<file path="config.mk">
export PLATFORM = sky130hd
export DESIGN_NAME = uart_rx_fifo
export DESIGN_NICKNAME = d
export VERILOG_FILES = /design/src/rtl/uart_pkg.sv /design/src/rtl/uart_fifo_mem.sv /design/src/rtl/uart_rx_fifo.sv
export SDC_FILE = /design/constraint.sdc
export NUM_CORES = 1
export LEC_CHECK = 0
export BUFFER_PORTS_ARGS = -buffer_cell sky130_fd_sc_hd__buf_2
export CORE_AREA = 2 2 129 131
export CTS_CLUSTER_SIZE = 14
export DETAILED_ROUTE_END_ITERATION = 10
export DIE_AREA = 0 0 131 133
export PLACE_DENSITY = 0.62
export SETUP_SLACK_MARGIN = 0.05
export SLEW_MARGIN = 20
export SYNTH_ARGS = -nofsm -noshare
export SYNTH_HDL_FRONTEND = slang
export SYNTH_SLANG_ARGS = --single-unit
</file>
<file path="constraint.sdc">
create_clock -name clk -period 3.4 [get_ports clk]
set_clock_uncertainty 0.05 [all_clocks]
set_input_delay 0.68 -clock clk [delete_from_list [all_inputs] [get_ports clk]]
set_output_delay 0.68 -clock clk [all_outputs]
set_load 0.02 [all_outputs]
</file>
<file path="src/rtl/uart_pkg.sv">
// Shared UART definitions.
//   BYTE_W             - width of one UART data byte
//   UART_RX_FIFO_DEPTH - default entry count of the receive FIFO
//   clog2_fn           - ceil(log2(value)), used to size FIFO pointers
package uart_pkg;

  localparam int BYTE_W             = 8;
  localparam int UART_RX_FIFO_DEPTH = 16;

  // Smallest w with 2**w >= value. Returns 0 for value <= 1.
  function automatic int clog2_fn(input int value);
    int w;
    w = 0;
    for (int v = value - 1; v > 0; v = v >> 1) begin
      w++;
    end
    return w;
  endfunction

endpackage

</file>
<file path="src/rtl/uart_fifo_mem.sv">
// Byte storage for the receive FIFO.
// Ports:
//   clk    - write clock
//   we     - write enable; wdata is stored at waddr on the rising edge
//   waddr  - write address
//   wdata  - write data
//   raddr  - read address
//   rdata  - combinational read of mem[raddr]
module uart_fifo_mem
  import uart_pkg::*;
#(
  parameter int DEPTH  = UART_RX_FIFO_DEPTH,
  parameter int ADDR_W = clog2_fn(DEPTH)
) (
  input  logic              clk,
  input  logic              we,
  input  logic [ADDR_W-1:0] waddr,
  input  logic [BYTE_W-1:0] wdata,
  input  logic [ADDR_W-1:0] raddr,
  output logic [BYTE_W-1:0] rdata
);

  logic [BYTE_W-1:0] mem [DEPTH];

  // NOTE: the array has no reset; an entry is only read after it has been
  // written, and leaving it unreset lets it map onto plain RAM/register cells.
  always_ff @(posedge clk) begin
    if (we) begin
      mem[waddr] <= wdata;
    end
  end

  assign rdata = mem[raddr];

endmodule

</file>
<file path="src/rtl/uart_rx_fifo.sv">
// Receive-side byte FIFO sitting directly behind the UART receiver.
// Captures a byte on each one-cycle wr_en strobe and presents the oldest
// byte on a show-ahead valid/ready pop interface.
// Ports:
//   clk, rst_n - clock and asynchronous active-low reset
//   wr_en      - push strobe (receiver data-received pulse)
//   wr_data    - byte to push
//   rd_valid   - head byte available
//   rd_data    - head byte (don't-care while empty)
//   rd_ready   - consumer accepts head; pop on rd_valid && rd_ready
//   count      - entries held, 0..DEPTH
//   full       - count == DEPTH
//   empty      - count == 0
//   overflow   - sticky: a push was dropped because the FIFO was full
//   ovf_clr    - clears overflow (a simultaneous drop wins)
module uart_rx_fifo
  import uart_pkg::*;
#(
  parameter int DEPTH  = UART_RX_FIFO_DEPTH,
  parameter int ADDR_W = clog2_fn(DEPTH)
) (
  input  logic              clk,
  input  logic              rst_n,
  input  logic              wr_en,
  input  logic [BYTE_W-1:0] wr_data,
  output logic              rd_valid,
  output logic [BYTE_W-1:0] rd_data,
  input  logic              rd_ready,
  output logic [ADDR_W:0]   count,
  output logic              full,
  output logic              empty,
  output logic              overflow,
  input  logic              ovf_clr
);

  localparam logic [ADDR_W:0] FULL_COUNT = (ADDR_W + 1)'(DEPTH);

  logic [ADDR_W-1:0] wr_ptr;
  logic [ADDR_W-1:0] rd_ptr;
  logic              push;
  logic              pop;
  logic              drop;

  // Flags come straight from the registered count, so they add no latency.
  assign empty    = (count == '0);
  assign full     = (count == FULL_COUNT);
  assign rd_valid = !empty;

  // A pop in the same cycle frees the slot, so a push into a full FIFO is
  // only dropped when nothing leaves.
  assign pop  = rd_valid && rd_ready;
  assign push = wr_en && (!full || pop);
  assign drop = wr_en && full && !pop;

  // NOTE: all state updates use non-blocking assignments so every register
  // samples the pre-edge values of push/pop regardless of statement order.
  always_ff @(posedge clk or negedge rst_n) begin
    if (!rst_n) begin
      wr_ptr <= '0;
      rd_ptr <= '0;
      count  <= '0;
    end else begin
      // Pointers wrap naturally at ADDR_W bits since DEPTH is a power of two.
      if (push) wr_ptr <= wr_ptr + ADDR_W'(1);
      if (pop)  rd_ptr <= rd_ptr + ADDR_W'(1);
      case ({push, pop})
        2'b10:   count <= count + (ADDR_W + 1)'(1);
        2'b01:   count <= count - (ADDR_W + 1)'(1);
        default: count <= count;
      endcase
    end
  end

  // Set has priority over clear so a drop coinciding with ovf_clr is kept.
  always_ff @(posedge clk or negedge rst_n) begin
    if (!rst_n) begin
      overflow <= 1'b0;
    end else if (drop) begin
      overflow <= 1'b1;
    end else if (ovf_clr) begin
      overflow <= 1'b0;
    end
  end

  uart_fifo_mem #(
    .DEPTH  (DEPTH),
    .ADDR_W (ADDR_W)
  ) u_mem (
    .clk   (clk),
    .we    (push),
    .waddr (wr_ptr),
    .wdata (wr_data),
    .raddr (rd_ptr),
    .rdata (rd_data)
  );

endmodule
</file>
==> results of run 1 <==
[synthesized netlist by cell type, types with 2 or more instances]
library cell	instances	share of area
nor3_1	4	0.0034
nand2_1	18	0.012
dfrtp_1	14	0.060
o21ai_1	8	0.0069
buf_6	7	0.013
o21ai_0	12	0.010
inv_1	11	0.0071
buf_4	2	0.0026
edfxtp_1	128	0.66
nand3_1	2	0.0017
mux2i_1	25	0.043
nand2b_1	2	0.0021
a22oi_1	8	0.010
mux4_2	16	0.062
nor2_1	12	0.0077
clkbuf_1	7	0.0045
a221oi_1	8	0.012
a21oi_1	10	0.0086
xor2_1	3	0.0045
nor2b_1	2	0.0021
and2_1	2	0.0021
xnor2_1	7	0.010
ha_1	9	0.019
mux2_1	7	0.013
[final timing paths]
kind	from	to	slack (ns)	depth (start not counted)
max reg2reg	count[0]	count[4]	0.42	12
min in group clk	ovf_clr	overflow	0.40	2
max in group asynchronous	rst_n	rd_ptr[0]	2.95	1
min	rst_n	count[0]	0.10	1
min reg2reg	count[4]	count[4]	0.47	1
max	rd_ptr[0]	rd_data[3]	0.24	7
[critical path, stage by stage (launching register included)]
cell and delay, ns:
dfrtp_2 0.74, buf_12 0.25, mux2_1 0.33, o21ai_1 0.13, a21oi_1 0.09, o21ai_0 0.19, nand2_1 0.12, buf_2 0.18
[sequential cells by signal (all words and copies together), names as in the netlist]
name,flops
overflow,1
rd_ptr,4
wr_ptr,4
u_mem.mem,128
count,5
[routing by layer]
layer  vias to the layer above  global-route usage  part of all wire
met5                         -                   0                 0
met4                         0              0.0650             0.027
met3                        18              0.0336             0.029
met2                        47               0.200              0.50
met1                      1506               0.167              0.45
li1                       1391                   -                 -
[where the power goes]
| part | internal [mW] | leakage (nW) | switching [mW] | total, mW |
|---|---|---|---|---|
| clock network | 1.09 | 0.278 | 0.719 | 1.81 |
| registers | 2.14 | 1.32 | 0.241 | 2.38 |
| logic | 0.777 | 0.809 | 1.03 | 1.80 |
[kinds of logic (layout without fill, tap and decap cells)]
| kind of cell | count (synthesis) | count (layout) |
|---|---|---|
| buf+inv | 29 | 82 |
| mux | 50 | 50 |
| flops | 142 | 142 |
| fa+ha+maj | 10 | 10 |
| xor+xnor | 10 | 10 |
| compound gates | 49 | 49 |
| simple gates | 47 | 47 |
[final cells by class]
| class | instances | area (um2) |
|---|---|---|
| Fill cell | 1445 | 9350 |
| Sequential cell | 142 | 4200 |
| Multi-Input combinational cell | 166 | 1480 |
| Clock buffer | 18 | 429 |
| Tap cell | 220 | 275 |
| Timing Repair Buffer | 39 | 245 |
| Clock inverter | 14 | 155 |
| Inverter | 11 | 41.3 |
==> flow_summary.ini, run 1 <==
[run_status]
outcome = finished clean

[yosys]
muxShareOfSynthArea = 0.123
synthSimpleGateAreaFrac = 0.0405
synth_edf_count = 128
syn_area_per_cell_um2 = 17.3
postSynthCellCount = 337
ys_seq_area_frac = 0.718
synth_compound_area_frac = 0.0521
synthAdderAreaFrac = 0.0227
synthArstFlopShare = 0.0986
synth_nets = 360
netlist_area_mm2 = 0.00584
synth_cell_types = 37
ys.warnings.count = 0
synth-main-ff-cell = edfxtp_1
synth_xor_area_frac = 0.0150
synth_seq_cells = 142
synth_top_family_by_area = multiplexers

[global_routing]
antenna_found_initial = 0
grt_pass1_wl_um = 16400
grt_max_degree = 21
grt_pass1_vias = 2991
overflow = 0
globalRouteTotalUtil = 0.129

[sta]
min_period_over_period = 0.930
period_minus_slack_ns = 3.16
hold_violations = 0
finalSetupViolCount = 0
whs_ns = 0.102
rsz0062_at_grt = false
slew_headroom = 0.454
fin_ws_ns = 0.239
tns_ns = 0
fmax_mhz = 316
tightest_slew_ns = 0.816
slew_violations = 0

[die]
die_y_um = 133
boundaryPins = 30
start_util = 0.361
core-area_mm2 = 0.0162
rows = 47
die_w_um = 131
die_area_mm2 = 0.0174

[placement]
place_inst = 578
port_buffers = 29
dpl_worst_slack_ns = 0.401
placed_area_mm2 = 0.00623
dp_hpwl_um = 7030
gp_congestion = 0.784

[critical_path]
crit_arrival_ns = 2.43
startpoint_type = flip-flop
cp_max_fo = 20
end_kind = primary output
worst-setup-path-type = flip-flop to primary output
required_ns = 2.67

[hold_path]
min_path_type = input port to async pin

[clock_network]
numCtsBuffers = 17
cts.sink_count = 142
post_cts_buffers = 0
htreeDepth = 4
clockBufferDepth = 2
cts_resized = 0
clk_pin_slew_ns = 0.06
cts_tree = done
cts_hold_buf = 0
clk_latency_ns = 0.41
cts_root_buf = clkbuf_16

[route]
drtIter0Drc = 172
ant_nets = 0
vias = 2962
routed_wl_um = 10300
wl_per_cell_um = 16.9
via_per_inst = 4.86
drt_first_pass_iters = 4
route.detailed.drc = 0

[cells_and_area]
nNetsFinal = 400
finish.utilization = 0.422
area_delta_synth_final_pct = 16.7
final_layout_size_suffix_gt1_frac = 0.233
layout_commonest_cell = edfxtp_1
finish.instance_area_mm2 = 0.00682
final_cells = 610
n_antenna_cell = 0
final_cell_mix = 128 x edfxtp_1, 29 x buf_2, 25 x mux2i_1, 18 x nand2_1, 17 x clkbuf_16

[power]
peakVddDrop_uv = 355
leakage_nw = 2.41
powerDensity_mw_per_mm2 = 880
finalPower_mw = 6.00

[flow_run]
drv_cap = 0
(Power assumes the default switching activity.)
==> inputs of run 2 (changes only) <==
clock period = 3.17 ns   (was 3.4 ns; I/O delays follow)
==> flow_summary.ini, run 2 (synthesized netlist as in run 1, its figures left out) <==
[critical_path]
crit_arrival_ns = 2.25
worstPathCellList = buf_12, mux2_2, o21ai_0, a21oi_1, o21ai_0, nand2_1, buf_2
end_kind = primary output
startpoint_type = flip-flop
path_buf_inv = 2
slowest_stage = mux2_2
cp_slowest_stage_delay_ns = 0.38
worst-setup-path-type = flip-flop to primary output
cpMostUsedCell = o21ai_0
required_ns = 2.49
cp_max_fo = 51
critical_path.top_delay_family = buffers and inverters

[clock_network]
cts.sink_count = 142
cts_root_buf = clkbuf_16
clk_latency_ns = 0.41
numCtsBuffers = 17
clk_pin_slew_ns = 0.06
htreeDepth = 4
clockBufferDepth = 2
cts_tree = done

[global_routing]
grt_pass1_wl_um = 16600
grt_max_degree = 52
antenna_found_initial = 0
overflow = 0
grt_use_met3 = 0.0356
grt_use_met2 = 0.209
globalRouteTotalUtil = 0.129
gr-usage-met1 = 0.167
grt.busiest_layer = met2
grt_pass1_vias = 2978

[cells_and_area]
final_layout_size_suffix_gt1_frac = 0.242
largest-register = u_mem.mem
largest_reg_flops = 128
n_antenna_cell = 0
layout_commonest_cell = edfxtp_1
nNetsFinal = 399
final_cells = 609
largestRegisters = u_mem.mem (128), count (5)
final_cell_mix = 128 x edfxtp_1, 29 x buf_2, 25 x mux2i_1, 18 x nand2_1, 17 x clkbuf_16
finish.instance_area_mm2 = 0.00684
area_delta_synth_final_pct = 17.2

[hold_path]
min_path_type = input port to async pin

[route]
wl_per_cell_um = 17.1
drt_first_pass_iters = 4
drtIter0Drc = 140
routed_wl_um = 10400
vias = 2962
via_per_inst = 4.86
ant_nets = 0
route.detailed.drc = 0

[die]
core-area_mm2 = 0.0162
die_area_mm2 = 0.0174
rows = 47
die_y_um = 133
boundaryPins = 30
start_util = 0.361
die_w_um = 131

[power]
peakVddDrop_uv = 450
seqPwrFrac = 0.381
p_clk_frac = 0.311
powerDensity_mw_per_mm2 = 953
finalPower_mw = 6.52
p_sw_frac = 0.329
internal_power_mw = 4.37
p_comb_frac = 0.308
leakage_nw = 2.42
p_sw_mw = 2.15

[sta]
tns_ns = 0
rsz0062_at_grt = false
fmax_mhz = 340
slew_violations = 0
tightest_slew_ns = 0.879
fin_ws_ns = 0.233
hold_violations = 0
slew_headroom = 0.412
period_minus_slack_ns = 2.94
min_period_over_period = 0.927
finalSetupViolCount = 0

[run_status]
outcome = finished clean

[placement]
dp_hpwl_um = 6920
placed_area_mm2 = 0.00622
port_buffers = 29
gp_congestion = 0.744
place_inst = 577
dpl_worst_slack_ns = 0.304

[flow_run]
drv_cap = 0
==> run 2: changes by cell type in the layout (fill, tap and decap cells not counted) <==
cell,change
inv_6,+1
nor3_1,-4
clkinv_1,+1
buf_12,-1
nor2b_1,-1
clkinvlp_4,-2
bufinv_16,+1
clkinv_2,-1
nor2b_2,+1
nor3_2,+4
==> run 2: area by class of cell <==
type                       count  area (um2)
clock buffer                  18         429
inverter                      11        41.3
timing repair buffer          38         225
multi-input combinational    166        1500
fill                        1414        9330
tap                          220         275
clock inverter                14         178
sequential                   142        4200
==> run 2: stage by stage <==
stage / hold WS [ns] / util
3_3_place_gp: 0.457 / 0.384
3_5_place_dp: 0.463 / 0.385
4_1_cts: 0.0600 / 0.422
2_1_floorplan: 0.288 / -
5_1_grt: 0.0753 / 0.423
6_report: 0.0652 / 0.423
==> run 2: power groups by stage <==
stage | Sequential, mW | Clock, mW | Combinational, mW
after global routing | 2.52 | 2.15 | 2.18
after global placement | 2.51 | 0 | 1.98
final | 2.49 | 2.03 | 2.01
after detailed placement | 2.52 | 0 | 2.02
after CTS | 2.49 | 2.06 | 2.03
after floorplan | 2.48 | 0 | 1.52
==> run 2: worst paths after layout <==
kind                            startpoint          to  slack, ns  depth (start not counted)
worst max-delay path             rd_ptr[0]  rd_data[7]       0.23                          7
worst min-delay path                 rst_n    count[0]       0.07                          1
worst max register to register    count[1]    count[4]       0.34                         12
worst min register to register    count[4]    count[4]       0.47                          1
max in group asynchronous            rst_n   rd_ptr[0]       2.74                          1
min in group clk                   ovf_clr    overflow       0.35                          2
==> run 2: metal layers <==
layer  part of all wire  routed length (um)
met1               0.43                4450
met3              0.046                 474
met2               0.51                5300
met5                  0                   0
met4              0.017                 182
==> run 2: repair_timing <==
action                     4_1_cts  5_1_grt
gates resized for setup          0        1
setup buffers                    0        0
setup endpoints to repair        0        4
hold buffers                     0        0
